`config.mk`:
```
export PLATFORM = sky130hd
export DESIGN_NAME = uart_alu_framer
export DESIGN_NICKNAME = d
export VERILOG_FILES = /design/src/rtl/uart_alu_pkg.sv /design/src/rtl/rx_idle_timer.sv /design/src/rtl/uart_alu_framer.sv
export SDC_FILE = /design/constraint.sdc
export NUM_CORES = 1
export LEC_CHECK = 0
export ABC_AREA = 1
export BUFFER_PORTS_ARGS = -buffer_cell sky130_fd_sc_hd__buf_2
export CAP_MARGIN = 20
export CORE_UTILIZATION = 55
export DETAILED_ROUTE_END_ITERATION = 10
export PLACE_DENSITY = 0.85
export SETUP_SLACK_MARGIN = 0.4
export SLEW_MARGIN = 40
export SYNTH_ARGS = -nofsm -noshare
export SYNTH_HDL_FRONTEND = slang
export SYNTH_HIERARCHICAL = 1
export SYNTH_SLANG_ARGS = --single-unit
```
`constraint.sdc`:
```
create_clock -name clk -period 2.06 [get_ports clk]
set_clock_uncertainty 0.05 [all_clocks]
set_input_delay 0 -clock clk [delete_from_list [all_inputs] [get_ports clk]]
set_output_delay 0 -clock clk [all_outputs]
set_load 0.01 [all_outputs]
```
`src/rtl/uart_alu_pkg.sv`:
```
// Shared definitions for the UART-to-ALU framer: state encoding and parameter defaults.
package uart_alu_pkg;

   localparam int unsigned DBIT_DEF    = 8;
   localparam int unsigned NBITS_DEF   = 16;
   localparam int unsigned COD_OP_DEF  = 6;
   localparam int unsigned TIMEOUT_DEF = 50000;

   typedef enum logic [2:0] {
      ST_RX_A    = 3'd0,
      ST_RX_B    = 3'd1,
      ST_RX_OP   = 3'd2,
      ST_EXEC    = 3'd3,
      ST_TX_SEND = 3'd4,
      ST_TX_WAIT = 3'd5
   } state_e;

endpackage

```
`src/rtl/rx_idle_timer.sv`:
```
// Inter-byte idle counter; expired flags the cycle whose edge would bring the count to TIMEOUT.
module rx_idle_timer #(
   parameter int unsigned TIMEOUT = 50000
) (
   input  logic clk,
   input  logic reset,
   input  logic clear,
   input  logic enable,
   output logic expired
);

   generate
      if (TIMEOUT == 0) begin : g_off
         logic unused_c;
         assign unused_c = ^{clk, reset, clear, enable};
         assign expired  = 1'b0;
      end else begin : g_on
         localparam int unsigned TW = $clog2(TIMEOUT + 1);
         logic [TW-1:0] count_q;
         logic [TW-1:0] count_d;

         // A clear in the same cycle always beats expiry.
         assign expired = enable && !clear && (count_q == TW'(TIMEOUT - 1));

         always_comb begin
            count_d = count_q;
            if (clear || expired) begin
               count_d = '0;
            end else if (enable) begin
               count_d = count_q + TW'(1);
            end
         end

         always_ff @(posedge clk or posedge reset) begin
            if (reset) begin
               count_q <= '0;
            end else begin
               count_q <= count_d;
            end
         end
      end
   endgenerate

endmodule

```
`src/rtl/uart_alu_framer.sv`:
```
// Assembles multi-byte A/B operands and an opcode from the UART RX stream and
// returns the ALU result byte-by-byte over the TX handshake.
module uart_alu_framer
   import uart_alu_pkg::*;
#(
   parameter int unsigned DBIT    = DBIT_DEF,
   parameter int unsigned NBITS   = NBITS_DEF,
   parameter int unsigned COD_OP  = COD_OP_DEF,
   parameter int unsigned TIMEOUT = TIMEOUT_DEF
) (
   input  logic              clk,
   input  logic              reset,
   input  logic [DBIT-1:0]   i_data,
   input  logic              rx_done,
   input  logic              tx_done_tick,
   input  logic [NBITS-1:0]  i_alu_result,
   output logic [NBITS-1:0]  o_op_a,
   output logic [NBITS-1:0]  o_op_b,
   output logic [COD_OP-1:0] o_opcode,
   output logic [DBIT-1:0]   o_tx_data,
   output logic              tx_start,
   output logic              o_busy,
   output logic              o_frame_err
);

   localparam int unsigned NB    = NBITS / DBIT;
   localparam int unsigned CNT_W = (NB > 1) ? $clog2(NB) : 1;
   localparam logic [CNT_W-1:0] CNT_LAST = CNT_W'(NB - 1);

   state_e            state_q, state_d;
   logic [CNT_W-1:0]  cnt_q, cnt_d;
   logic [NBITS-1:0]  op_a_q, op_a_d;
   logic [NBITS-1:0]  op_b_q, op_b_d;
   logic [COD_OP-1:0] opcode_q, opcode_d;
   logic [NBITS-1:0]  result_q, result_d;
   logic [DBIT-1:0]   tx_data_q, tx_data_d;
   logic              tx_start_q, tx_start_d;
   logic              busy_q, busy_d;
   logic              frame_err_q, frame_err_d;
   logic              tx_done_q;
   logic              abort_c;
   logic              timer_clear_c;
   logic              timer_en_c;
   logic              expired_c;

   function automatic logic [DBIT-1:0] byte_of(input logic [NBITS-1:0] word,
                                                input logic [CNT_W-1:0] idx);
      logic [DBIT-1:0] b;
      b = '0;
      for (int unsigned i = 0; i < NB; i++) begin
         if (idx == CNT_W'(i)) b = word[i*DBIT +: DBIT];
      end
      return b;
   endfunction

   assign timer_clear_c = rx_done || ((state_q == ST_RX_A) && (cnt_q == '0));
   assign timer_en_c    = (state_q == ST_RX_A) || (state_q == ST_RX_B) || (state_q == ST_RX_OP);

   rx_idle_timer #(.TIMEOUT(TIMEOUT)) u_timer (
      .clk     (clk),
      .reset   (reset),
      .clear   (timer_clear_c),
      .enable  (timer_en_c),
      .expired (expired_c)
   );

   // Next-state, datapath updates and registered-output decode.
   always_comb begin
      state_d   = state_q;
      cnt_d     = cnt_q;
      op_a_d    = op_a_q;
      op_b_d    = op_b_q;
      opcode_d  = opcode_q;
      result_d  = result_q;
      tx_data_d = tx_data_q;
      abort_c   = 1'b0;

      case (state_q)
         ST_RX_A: begin
            if (rx_done) begin
               for (int unsigned i = 0; i < NB; i++) begin
                  if (cnt_q == CNT_W'(i)) op_a_d[i*DBIT +: DBIT] = i_data;
               end
               if (cnt_q == CNT_LAST) begin
                  cnt_d   = '0;
                  state_d = ST_RX_B;
               end else begin
                  cnt_d = cnt_q + CNT_W'(1);
               end
            end else if (expired_c) begin
               abort_c = 1'b1;
            end
         end
         ST_RX_B: begin
            if (rx_done) begin
               for (int unsigned i = 0; i < NB; i++) begin
                  if (cnt_q == CNT_W'(i)) op_b_d[i*DBIT +: DBIT] = i_data;
               end
               if (cnt_q == CNT_LAST) begin
                  cnt_d   = '0;
                  state_d = ST_RX_OP;
               end else begin
                  cnt_d = cnt_q + CNT_W'(1);
               end
            end else if (expired_c) begin
               abort_c = 1'b1;
            end
         end
         ST_RX_OP: begin
            if (rx_done) begin
               opcode_d = i_data[COD_OP-1:0];
               state_d  = ST_EXEC;
            end else if (expired_c) begin
               abort_c = 1'b1;
            end
         end
         ST_EXEC: begin
            result_d  = i_alu_result;
            cnt_d     = '0;
            tx_data_d = i_alu_result[DBIT-1:0];
            state_d   = ST_TX_SEND;
         end
         ST_TX_SEND: begin
            state_d = ST_TX_WAIT;
         end
         ST_TX_WAIT: begin
            if (tx_done_q) begin
               if (cnt_q == CNT_LAST) begin
                  cnt_d   = '0;
                  state_d = ST_RX_A;
               end else begin
                  cnt_d     = cnt_q + CNT_W'(1);
                  tx_data_d = byte_of(result_q, cnt_q + CNT_W'(1));
                  state_d   = ST_TX_SEND;
               end
            end
         end
         default: begin
            state_d = ST_RX_A;
            cnt_d   = '0;
         end
      endcase

      if (abort_c) begin
         state_d = ST_RX_A;
         cnt_d   = '0;
      end

      tx_start_d  = (state_d == ST_TX_SEND);
      busy_d      = (state_d == ST_EXEC) || (state_d == ST_TX_SEND) || (state_d == ST_TX_WAIT);
      frame_err_d = abort_c;
   end

   always_ff @(posedge clk or posedge reset) begin
      if (reset) begin
         state_q     <= ST_RX_A;
         cnt_q       <= '0;
         op_a_q      <= '0;
         op_b_q      <= '0;
         opcode_q    <= '0;
         result_q    <= '0;
         tx_data_q   <= '0;
         tx_start_q  <= 1'b0;
         busy_q      <= 1'b0;
         frame_err_q <= 1'b0;
         tx_done_q   <= 1'b0;
      end else begin
         state_q     <= state_d;
         cnt_q       <= cnt_d;
         op_a_q      <= op_a_d;
         op_b_q      <= op_b_d;
         opcode_q    <= opcode_d;
         result_q    <= result_d;
         tx_data_q   <= tx_data_d;
         tx_start_q  <= tx_start_d;
         busy_q      <= busy_d;
         frame_err_q <= frame_err_d;
         // TX completion is staged one cycle, so tx_start trails tx_done_tick by two cycles.
         tx_done_q   <= tx_done_tick && (state_q == ST_TX_WAIT);
      end
   end

   assign o_op_a      = op_a_q;
   assign o_op_b      = op_b_q;
   assign o_opcode    = opcode_q;
   assign o_tx_data   = tx_data_q;
   assign tx_start    = tx_start_q;
   assign o_busy      = busy_q;
   assign o_frame_err = frame_err_q;

endmodule

```
==> results_tabular.tex <==
\begin{tabular}{lr}
\hline
Metric & Value \\
\hline
\multicolumn{2}{l}{\textbf{Status}} \\
\quad Run status & completed \\
\multicolumn{2}{l}{\textbf{Placement}} \\
\quad Weighted congestion reported at the end of routability-driven placement & 0.927 \\
\quad HPWL after detailed placement & 6490 um \\
\quad Number of instances in the placed design & 625 \\
\quad Number of I/O port buffers & 76 \\
\multicolumn{2}{l}{\textbf{Pwr}} \\
\quad Leak pwr & 2.61 nW \\
\quad Part of the total power dissipated in sequential elements & 0.407 \\
\quad Proportion of power drawn by combinational gates & 0.413 \\
\quad Switching share of power & 0.405 \\
\quad Switching power & 0.00273 W \\
\quad Clock group share of total power & 0.181 \\
\quad Internal power & 0.00400 W \\
\quad Areal power density over the cells & 1290 nW/um2 \\
\quad Maximum vdd drop & 0.797 mV \\
\multicolumn{2}{l}{\textbf{Critical path}} \\
\quad CP Cell Sequence & nor2\_4 > inv\_2 > nand2\_4 > nand3\_2 > nor4\_4 > nand3\_2 > nand2\_1 > inv\_1 \\
\quad Gate family responsible for the most delay along the worst path & simple AND/OR/NAND/NOR gates \\
\quad Crit Path Class & reg -> reg \\
\quad Worst-path fanout max & 5 \\
\quad Crit-path max cell delay & 0.45 ns \\
\quad Worst EP required & 2.27 ns \\
\quad Crit path max-delay cell type & sky130\_fd\_sc\_hd\_\_dfrtp\_2 \\
\quad CP endpoint kind & register \\
\quad Most frequent CP cell & sky130\_fd\_sc\_hd\_\_nand3\_2 \\
\quad CP Buf/Inv Count & 2 \\
\quad Startpoint Class & register \\
\quad Data arrival time of the critical path & 1.93 ns \\
\multicolumn{2}{l}{\textbf{Cells and area}} \\
\quad Commonest non-fill, non-tap cells in the layout & sky130\_fd\_sc\_hd\_\_nand2\_1, sky130\_fd\_sc\_hd\_\_dfrtp\_1, sky130\_fd\_sc\_hd\_\_buf\_2, sky130\_fd\_sc\_hd\_\_nor2\_1, sky130\_fd\_sc\_hd\_\_inv\_1 \\
\quad Most common cell after layout, fill and taps aside & sky130\_fd\_sc\_hd\_\_nand2\_1 \\
\quad Proportion of layout cells with a drive suffix above 1 & 0.298 \\
\quad Total inserted antenna cells & 0 \\
\quad Final layout net count & 608 \\
\quad Area delta synth->final & 27.6\% \\
\quad Final instance count without filler cells & 683 \\
\multicolumn{2}{l}{\textbf{Logic synthesis}} \\
\quad Synth Net Count & 486 \\
\quad Avg Inst Size Synth & 8.93 um2 \\
\quad Sequential share of the synthesized area & 0.527 \\
\quad Register bit total from synthesis & 86 \\
\quad Flip-flop cell with the highest count after synthesis & sky130\_fd\_sc\_hd\_\_dfrtp\_1 \\
\quad Unique cell type count in the Yosys netlist & 33 \\
\quad Number of synthesis warnings & 6 \\
\quad Combined area of all synthesized cells & 4080 um2 \\
\quad Count of flip-flops with a built-in enable after synthesis & 0 \\
\quad Post-Synthesis Cells & 457 \\
\quad FFs w/ async S/R, synth & 1.00 \\
\multicolumn{2}{l}{\textbf{Floorplan}} \\
\quad Num ports & 77 \\
\quad Die outline area & 7770 um2 \\
\quad Vertical die dimension & 88.2 um \\
\quad Overall die width & 88.2 um \\
\quad Effective utilization at floorplan & 0.566 \\
\quad Cell row count & 31 \\
\quad Core area & 7210 um2 \\
\multicolumn{2}{l}{\textbf{Timing}} \\
\quad Transition time of the tightest slew-check pin & 0.626 ns \\
\quad Tightest slew margin relative to the limit & 0.582 \\
\quad RSZ-0062 raised after global routing & yes \\
\quad Number of failing hold endpoints at the final stage & 0 \\
\quad Setup tns final & 0 ns \\
\quad Post-layout min period & 1.72 ns \\
\quad Pins Over Slew Limit & 0 \\
\quad Highest achievable clock rate & 580 MHz \\
\quad Final number of setup-violating endpoints & 0 \\
\quad Post-route clock period utilization & 0.837 \\
\multicolumn{2}{l}{\textbf{Route}} \\
\quad Number of antenna-violating nets in the routed design & 0 \\
\quad Length of the first detailed-routing pass in iterations & 7 \\
\quad Count of vias placed by the detailed router & 3764 \\
\quad Wire length after detailed routing & 11400 um \\
\quad Remaining routing DRC violations & 0 \\
\quad Routed wire length per instance & 16.8 um \\
\quad Violation count after the first detailed-routing iteration & 416 \\
\quad Number of vias per cell & 5.51 \\
\multicolumn{2}{l}{\textbf{Clocking}} \\
\quad TritonCTS clock tree & built \\
\quad Clk Tree Root Cell & sky130\_fd\_sc\_hd\_\_clkbuf\_8 \\
\quad CTS HTree Levels & 3 \\
\quad Number of buffers added by the clock tree synthesis step & 9 \\
\quad Clock latency of the later-clocked register in the worst-skew pair & 0.36 ns \\
\quad Register clock-pin slew on the reported worst setup and hold paths & 0.09 ns \\
\quad Max clock buf depth & 2 \\
\quad Clock sink count & 86 \\
\multicolumn{2}{l}{\textbf{Flow run}} \\
\quad Number of violations of the max-capacitance limit & 0 \\
\multicolumn{2}{l}{\textbf{Hold path}} \\
\quad Classification of the worst-slack hold path & in -> reg \\
\multicolumn{2}{l}{\textbf{Global route}} \\
\quad Overall track demand over capacity in global routing & 0.284 \\
\quad Remaining global-route overflow & 0 \\
\quad Global-route wire length before repair & 16500 um \\
\quad Via count of the first global-routing pass & 3413 \\
\quad Largest net degree at the start of global routing & 29 \\
\quad Antenna violations before repair & 0 \\
\hline
\end{tabular}
cells in the mapped netlist, types with 5 or more instances:
| cell type | n | area share |
|---|---|---|
| sky130_fd_sc_hd__o21ai_0 | 23 | 0.028 |
| sky130_fd_sc_hd__mux2_2 | 15 | 0.041 |
| sky130_fd_sc_hd__nand3_1 | 22 | 0.027 |
| sky130_fd_sc_hd__buf_6 | 7 | 0.019 |
| sky130_fd_sc_hd__o21bai_1 | 5 | 0.0092 |
| sky130_fd_sc_hd__dfrtp_1 | 86 | 0.53 |
| sky130_fd_sc_hd__inv_1 | 36 | 0.033 |
| sky130_fd_sc_hd__o21a_1 | 8 | 0.015 |
| sky130_fd_sc_hd__nor2_1 | 42 | 0.039 |
| sky130_fd_sc_hd__nand4_1 | 10 | 0.015 |
| sky130_fd_sc_hd__xor2_1 | 6 | 0.013 |
| sky130_fd_sc_hd__nand2_1 | 155 | 0.14 |
| sky130_fd_sc_hd__o21ai_2 | 8 | 0.017 |
power by group through the flow:
stage	Sequential, W	Combinational [W]	Clock, W
global placement	0.00268	0.00228	0
detailed placement	0.00272	0.00237	0
floorplan	0.00286	0.00141	0
finish	0.00274	0.00278	0.00122
CTS	0.00269	0.00251	0.00121
global route	0.00280	0.00300	0.00129
final timing paths:
| kind | start | end | slack (ns) | cells after the start |
|---|---|---|---|---|
| max | state_q[1] | state_q[1] | 0.34 | 8 |
| min | rx_done | o_op_b[4] | 0.05 | 3 |
| max reg2reg | state_q[1] | state_q[1] | 0.34 | 8 |
| min reg2reg | o_tx_data[7] | o_tx_data[7] | 0.42 | 2 |
| max in group asynchronous | reset | o_op_b[12] | 1.11 | 4 |
| min in group asynchronous | reset | o_op_b[6] | 0.22 | 3 |
worst register-to-register path: stages, from the launching register on:
cell                      delay (ns)
sky130_fd_sc_hd__dfrtp_2        0.45
sky130_fd_sc_hd__nor2_4         0.19
sky130_fd_sc_hd__inv_2          0.10
sky130_fd_sc_hd__nand2_4        0.11
sky130_fd_sc_hd__nand3_2        0.12
sky130_fd_sc_hd__nor4_4         0.29
sky130_fd_sc_hd__nand3_2        0.13
sky130_fd_sc_hd__nand2_1        0.12
sky130_fd_sc_hd__inv_1          0.06
flip-flops by register name, summed over array words and instances (netlist names):
register / flops
cnt_q: 1
o_busy: 1
o_frame_err: 1
o_op_a: 16
o_op_b: 16
o_opcode: 6
o_tx_data: 8
result_q: 16
state_q: 3
tx_done_q: 1
tx_start: 1
u_timer/g_on.count_q: 16
repair_timing:
| action | 4_1_cts | 5_1_grt |
|---|---|---|
| buffers inserted | 7 | 7 |
| endpoints found under the setup margin | 23 | 58 |
| hold buffers | 26 | 0 |
| gates resized for setup | 4 | 18 |
| endpoints found under the hold margin | 104 | 0 |
| pin swaps | 3 | 6 |
| cloned | 0 | 2 |
area by class of cell:
class                   instances  area, um2
clock inverters                 7       72.6
repair inverters                1       5.00
flip-flops and latches         86       2160
clock buffers                   9        124
multi-input cells             321       1760
fillers                       489       2010
well taps                      99        124
inverters                      39        159
repair buffers                121        808
layer usage:
metal | GRT usage | part of all wire
met5 | 0 | 0
met4 | 0.125 | 0.040
met3 | 0.0575 | 0.087
met1 | 0.372 | 0.38
met2 | 0.462 | 0.49
cell families after synthesis:
family          after synthesis  synth area share
simple gates                249             0.276
flops                        86             0.527
buf+inv                      51            0.0622
compound gates               48            0.0748
mux                          16            0.0441
xor+xnor                      6            0.0129
fa+ha+maj                     1           0.00306
metrics by stage:
stage / hold WS [ns] / util / power, W / area (um2) / setup slack, ns
after floorplan: -0.136 / - / 0.00428 / 4090 / 0.404
after global placement: 0.0613 / 0.629 / 0.00495 / 4540 / 0.339
after detailed placement: 0.0660 / 0.629 / 0.00508 / 4540 / 0.186
after CTS: 0.0435 / 0.702 / 0.00640 / 5060 / 0.417
after global routing: 0.0468 / 0.722 / 0.00709 / 5210 / 0.286
final: 0.0514 / 0.722 / 0.00673 / 5210 / 0.336
No activity file was read; power rests on OpenSTA's default activity.
